**src/rtl/uart_avmm_host.sv**
```systemverilog
// Avalon-MM host for uart_core: drains a TX byte FIFO and streams out IRQ-driven RX bytes.
// Define UART_HOST_POLL_TIMEOUT_EN to drop the head byte after POLL_TIMEOUT not-ready polls.
module uart_avmm_host #(
  parameter int TX_DEPTH     = 4,
  parameter int READ_LATENCY = 1,
  parameter int POLL_GAP     = 8,
  parameter int IRQ_HOLDOFF  = 2,
  parameter int POLL_TIMEOUT = 4096
) (
  input  logic       clk_i,
  input  logic       arst_n_i,
  input  logic [7:0] tx_data_i,
  input  logic       tx_valid_i,
  output logic       tx_ready_o,
  output logic [7:0] rx_data_o,
  output logic       rx_valid_o,
  input  logic       rx_ready_i,
  output logic       rx_overrun_o,
  output logic       tx_timeout_o,
  output logic       busy_o,
  output logic [3:0] avm_address_o,
  output logic       avm_read_o,
  output logic       avm_write_o,
  output logic [7:0] avm_writedata_o,
  input  logic [7:0] avm_readdata_i,
  input  logic       irq_i
);

  localparam int PW   = $clog2(TX_DEPTH);
  localparam int NW   = PW + 1;
  localparam int CMAX = (POLL_GAP > READ_LATENCY) ? POLL_GAP : READ_LATENCY;
  localparam int CW   = $clog2(CMAX + 1);
  localparam int HW   = $clog2(IRQ_HOLDOFF + 2);

  localparam logic [3:0] A_TX = 4'h0;
  localparam logic [3:0] A_ST = 4'h1;
  localparam logic [3:0] A_RX = 4'h2;

  if (TX_DEPTH < 2 || (TX_DEPTH & (TX_DEPTH - 1)) != 0 ||
      READ_LATENCY < 1 || POLL_GAP < 1 || POLL_TIMEOUT < 1) begin : g_bad_param
    $error("uart_avmm_host: illegal parameter value");
  end

  typedef enum logic [2:0] {
    IDLE,
    RX_RD,
    RX_WAIT,
    POLL_RD,
    POLL_WAIT,
    TX_WR,
    GAP
  } state_t;

  state_t        state;
  logic [7:0]    mem [TX_DEPTH];
  logic [PW-1:0] wr_ptr;
  logic [PW-1:0] rd_ptr;
  logic [NW-1:0] count;
  logic [NW-1:0] count_nxt;
  logic [CW-1:0] cnt;
  logic [HW-1:0] hold_cnt;
  logic          push;
  logic          pop;
  logic          wait_done;

`ifdef UART_HOST_POLL_TIMEOUT_EN
  localparam int TW = $clog2(POLL_TIMEOUT + 1);
  localparam logic [TW-1:0] TO_LIM = TW'(POLL_TIMEOUT - 1);
  logic [TW-1:0] to_cnt;
  logic          to_hit;
`else
  assign tx_timeout_o = 1'b0;
`endif

  always_comb begin
    push      = tx_valid_i && tx_ready_o;
    wait_done = (cnt == '0);
    pop       = (state == TX_WR);
`ifdef UART_HOST_POLL_TIMEOUT_EN
    to_hit = (state == POLL_WAIT) && wait_done &&
             !avm_readdata_i[0] && (to_cnt == TO_LIM);
    if (to_hit) pop = 1'b1;
`endif
    count_nxt = count + NW'(push) - NW'(pop);
  end

  always_ff @(posedge clk_i) begin
    if (push) mem[wr_ptr] <= tx_data_i;
  end

  always_ff @(posedge clk_i or negedge arst_n_i) begin
    if (!arst_n_i) begin
      wr_ptr     <= '0;
      rd_ptr     <= '0;
      count      <= '0;
      tx_ready_o <= 1'b1;
    end else begin
      if (push) wr_ptr <= wr_ptr + PW'(1);
      if (pop) rd_ptr <= rd_ptr + PW'(1);
      count      <= count_nxt;
      tx_ready_o <= (count_nxt != NW'(TX_DEPTH));
    end
  end

  always_ff @(posedge clk_i or negedge arst_n_i) begin
    if (!arst_n_i) begin
      state           <= IDLE;
      cnt             <= '0;
      hold_cnt        <= '0;
      rx_data_o       <= '0;
      rx_valid_o      <= 1'b0;
      rx_overrun_o    <= 1'b0;
      busy_o          <= 1'b0;
      avm_address_o   <= A_ST;
      avm_read_o      <= 1'b0;
      avm_write_o     <= 1'b0;
      avm_writedata_o <= '0;
`ifdef UART_HOST_POLL_TIMEOUT_EN
      to_cnt          <= '0;
      tx_timeout_o    <= 1'b0;
`endif
    end else begin
      avm_read_o   <= 1'b0;
      avm_write_o  <= 1'b0;
      rx_overrun_o <= 1'b0;
      busy_o       <= (count_nxt != '0);
`ifdef UART_HOST_POLL_TIMEOUT_EN
      tx_timeout_o <= 1'b0;
`endif
      if (hold_cnt != '0) hold_cnt <= hold_cnt - HW'(1);
      if (rx_valid_o && rx_ready_i) rx_valid_o <= 1'b0;
      unique case (state)
        IDLE: begin
          if (irq_i && hold_cnt == '0) begin
            state         <= RX_RD;
            avm_read_o    <= 1'b1;
            avm_address_o <= A_RX;
            busy_o        <= 1'b1;
          end else if (count != '0) begin
            state         <= POLL_RD;
            avm_read_o    <= 1'b1;
            avm_address_o <= A_ST;
            busy_o        <= 1'b1;
          end
        end
        RX_RD: begin
          state  <= RX_WAIT;
          cnt    <= CW'(READ_LATENCY - 1);
          busy_o <= 1'b1;
        end
        RX_WAIT: begin
          if (wait_done) begin
            // an accept in this same cycle frees the slot for the new byte
            if (!rx_valid_o || rx_ready_i) begin
              rx_data_o  <= avm_readdata_i;
              rx_valid_o <= 1'b1;
            end else begin
              rx_overrun_o <= 1'b1;
            end
            hold_cnt <= HW'(IRQ_HOLDOFF);
            state    <= IDLE;
          end else begin
            cnt    <= cnt - CW'(1);
            busy_o <= 1'b1;
          end
        end
        POLL_RD: begin
          state  <= POLL_WAIT;
          cnt    <= CW'(READ_LATENCY - 1);
          busy_o <= 1'b1;
        end
        POLL_WAIT: begin
          if (!wait_done) begin
            cnt    <= cnt - CW'(1);
            busy_o <= 1'b1;
          end else if (avm_readdata_i[0]) begin
            state           <= TX_WR;
            avm_write_o     <= 1'b1;
            avm_address_o   <= A_TX;
            avm_writedata_o <= mem[rd_ptr];
            busy_o          <= 1'b1;
`ifdef UART_HOST_POLL_TIMEOUT_EN
            to_cnt          <= '0;
`endif
          end else begin
`ifdef UART_HOST_POLL_TIMEOUT_EN
            if (to_hit) begin
              to_cnt       <= '0;
              tx_timeout_o <= 1'b1;
              state        <= IDLE;
            end else begin
              to_cnt <= to_cnt + TW'(1);
              state  <= GAP;
              cnt    <= CW'(POLL_GAP - 1);
              busy_o <= 1'b1;
            end
`else
            state  <= GAP;
            cnt    <= CW'(POLL_GAP - 1);
            busy_o <= 1'b1;
`endif
          end
        end
        TX_WR: begin
          state <= IDLE;
`ifdef UART_HOST_POLL_TIMEOUT_EN
          to_cnt <= '0;
`endif
        end
        GAP: begin
          if (wait_done) begin
            state <= IDLE;
          end else begin
            cnt    <= cnt - CW'(1);
            busy_o <= 1'b1;
          end
        end
        default: state <= IDLE;
      endcase
    end
  end

endmodule

```
**config.mk**
```make
export PLATFORM = sky130hd
export DESIGN_NAME = uart_avmm_host
export DESIGN_NICKNAME = d
export VERILOG_FILES = /design/src/rtl/uart_avmm_host.sv
export SDC_FILE = /design/constraint.sdc
export NUM_CORES = 1
export LEC_CHECK = 0
export BUFFER_PORTS_ARGS = -buffer_cell sky130_fd_sc_hd__buf_2
export CORE_AREA = 2 2 104 106
export DETAILED_ROUTE_END_ITERATION = 7
export DIE_AREA = 0 0 106 108
export PLACE_DENSITY = 0.54
export SLEW_MARGIN = 20
export SYNTH_ARGS = -nofsm -noshare
export SYNTH_HDL_FRONTEND = slang
export SYNTH_SLANG_ARGS = --single-unit
```
**constraint.sdc**
```tcl
create_clock -name clk_i -period 5.28 [get_ports clk_i]
set_input_delay 0.792 -clock clk_i [delete_from_list [all_inputs] [get_ports clk_i]]
set_output_delay 0.792 -clock clk_i [all_outputs]
set_load 0.02 [all_outputs]
```
==> results.cfg <==
[power_and_ir_drop]
p_switching_uw = 757
power_frac_clock_pct = 18.7
comb_power_share_pct = 35.6
power.density_nw_per_um2 = 576
p_sw_share_pct = 37.0
p_leak_nw = 1.48
vdd_drop_max_uv = 221
seqPwrFrac_pct = 45.6
internal-power_mw = 1.29

[worst_setup_path]
critPathRequiredTime_ps = 5500
setup.worst_path.start = state[2]$_DFFE_PN0P_
crit_path_start_kind = flop
arrival_ps = 2660
reg2reg_from = state[2]$_DFFE_PN0P_
critical_path_class = flop to flop
end_kind = flop
crit_fanout = 19

[timing]
period_share_pct = 46.3
finalHoldViolCount = 0
clock_skew_ps = 9.62
holdWs_ps = 501
finalSetupTns_ps = 0
setup_violations = 0
min_period_ps = 2440
max_slew_margin_pct = 41.2
worst_slew_pin_slew_ps = 883
rsz0062_at_grt = no
drv_slew = 0
max_freq_mhz = 409

[route]
drcViolationCount = 0
wl_per_cell_um = 13.6
routed_wl_um = 5320
drtAntennaViolNets = 0
drt_iter0_markers = 77
vias_per_cell = 4.45
drtPass1Iterations = 5
dr_total_vias = 1734

[place]
place_congestion = 0.718
dp_hpwl_um = 3720
port_buffers = 44

[grt]
grt_max_degree = 41
grt.overflow.total = 0
track_usage_pct = 9.79
grt_pass1_vias = 1667
antenna_found_initial = 0
grt_pass1_wl_um = 8450

[job]
maxCapViolCount = 0

[status]
status = complete, no violations

[min_path]
holdCritStartpoint = rx_data_o[6]$_DFFE_PN0P_
hold_path_class = flop to flop

[floorplan]
die_w_um = 106
dieArea_um2 = 11400
initial_core_util_pct = 29.8
fp.dieH_um = 108
core_um2 = 10200
boundaryPins = 48
rows = 37

[logic_synthesis]
yosysWarnings = 0
synth-main-ff-cell = dfrtp_1
synth.distinct_cells = 46
syn_area_um2 = 3050
synth_seq_cells = 72
synthCells = 204
async_reset_ff_share_pct = 55.6
synth_seq_area_share_pct = 64.5
synth_edf_count = 32
syn_avg_cell_area_um2 = 14.9

[clocking]
cts_buffers = 9
insertion_delay_ps = 340
postCtsHoldBufs = 0
post_cts_buffers = 0
htree_levels = 3
clock_sinks = 72
tritoncts = done
root_buffer = clkbuf_8
post_cts_resized = 0
clk_pin_slew_ps = 70
clock_path_buffers = 2

[layout]
area_growth_pct = 16.6
diodes = 0
drive_above_1_share_pct = 37.0
nNetsFinal = 278
==> placed cells by master, fill, tap and decap left out, drive strengths merged, types with 2 or more instances in the layout <==
cell type / Yosys / layout
a21oi: 6 / 6
a2bb2oi: 2 / 2
and3: 5 / 5
buf: 9 / 44
clkbuf: 3 / 9
clkinv: 0 / 3
clkinvlp: 0 / 2
conb: 1 / 3
dfrtp: 38 / 38
dfstp: 2 / 2
edfxtp: 32 / 32
ha: 7 / 7
inv: 10 / 12
mux2: 17 / 17
mux4: 8 / 8
nand2: 16 / 16
nand2b: 2 / 2
nand3b: 2 / 2
nor2: 6 / 6
nor3: 4 / 4
o21ai: 9 / 9
o32ai: 2 / 2
xnor2: 4 / 4
==> cell type report <==
class | instances | area [um^2]
Clock buffer | 9 | 124
Multi-Input combinational cell | 112 | 978
Inverter | 10 | 37.5
Clock inverter | 7 | 55.1
Tap cell | 136 | 170
Timing Repair Buffer | 44 | 220
Sequential cell | 72 | 1960
Fill cell | 1002 | 6680
==> cells by family (layout without fill, tap and decap cells) <==
| logic type | count (synthesis) | count (layout) | synth area share (%) |
|---|---|---|---|
| other cells | 1 | 3 | 0.123 |
| simple gates | 44 | 44 | 8.38 |
| compound gates | 26 | 26 | 5.88 |
| buf+inv | 22 | 70 | 3.62 |
| flops | 72 | 72 | 64.5 |
| mux | 26 | 26 | 12.5 |
| fa+ha+maj | 8 | 8 | 3.53 |
| xor+xnor | 5 | 5 | 1.44 |
==> power groups by stage <==
stage	Combinational, mW	Clock [mW]	Sequential [mW]
6_report	0.728	0.383	0.933
5_1_grt	0.805	0.430	0.964
3_5_place_dp	0.740	0	0.948
4_1_cts	0.741	0.402	0.937
3_3_place_gp	0.727	0	0.945
2_1_floorplan	0.526	0	0.961
==> Yosys cell counts, types with 3 or more instances <==
cell type | instances | area [um^2]
ha_1 | 7 | 87.6
nor3_1 | 4 | 20.0
buf_4 | 4 | 30.0
clkbuf_1 | 3 | 11.3
xnor2_1 | 4 | 35.0
nor2_1 | 6 | 22.5
inv_1 | 10 | 37.5
buf_2 | 4 | 20.0
mux4_2 | 8 | 180
dfrtp_1 | 38 | 951
a21oi_1 | 4 | 20.0
and3_1 | 4 | 25.0
edfxtp_1 | 32 | 961
nand2_1 | 15 | 56.3
o21ai_0 | 8 | 40.0
mux2_2 | 17 | 191
==> final timing paths <==
check / endpoint / slack [ps] / cells past startpoint
worst min register to register: rx_data_o[6]$_DFFE_PN0P_ / 500 / 1
worst min-delay path: rx_data_o[6]$_DFFE_PN0P_ / 500 / 1
max in group asynchronous: avm_writedata_o[0]$_DFFE_PN0P_ / 4160 / 1
worst max register to register: busy_o$_DFF_PN0_ / 2840 / 9
worst max-delay path: busy_o$_DFF_PN0_ / 2840 / 9
min in group asynchronous: avm_writedata_o[4]$_DFFE_PN0P_ / 570 / 1
==> stage by stage <==
stage / total power, mW / util [%] / setup WS [ps] / instances / cell area [um^2]
final: 2.04 / 34.7 / 2840 / 390 / 3550
after global routing: 2.20 / 34.7 / 2580 / 390 / 3550
after CTS: 2.08 / 34.7 / 2840 / 390 / 3550
after detailed placement: 1.69 / 32.9 / 2760 / 374 / 3370
after global placement: 1.67 / 32.9 / 2810 / 374 / 3370
after floorplan: 1.49 / - / 2990 / 206 / 3050
==> flip-flops by register name (all words and copies together), names as in the netlist, 2 cells and up <==
register         cells
avm_writedata_o      8
wr_ptr               2
rx_data_o            8
hold_cnt             2
mem                 32
rd_ptr               2
cnt                  4
state                3
count                3
avm_address_o        2
==> worst max-delay path, stage by stage (launching register included) <==
cell and delay, ps:
dfrtp_1 690, nand2_1 170, nor2_1 260, ha_1 160, inv_1 40, ha_1 180, fa_1 380, xnor2_1 150
xnor2_1 150, nand3b_1 160
==> per-layer routing <==
layer / track usage, % / share of wire (%)
met4: 2.82 / 1.1
met5: 0 / 0
met3: 3.68 / 4.1
met1: 12.3 / 47
met2: 15.9 / 48
Power figures use the tool's default switching activity.
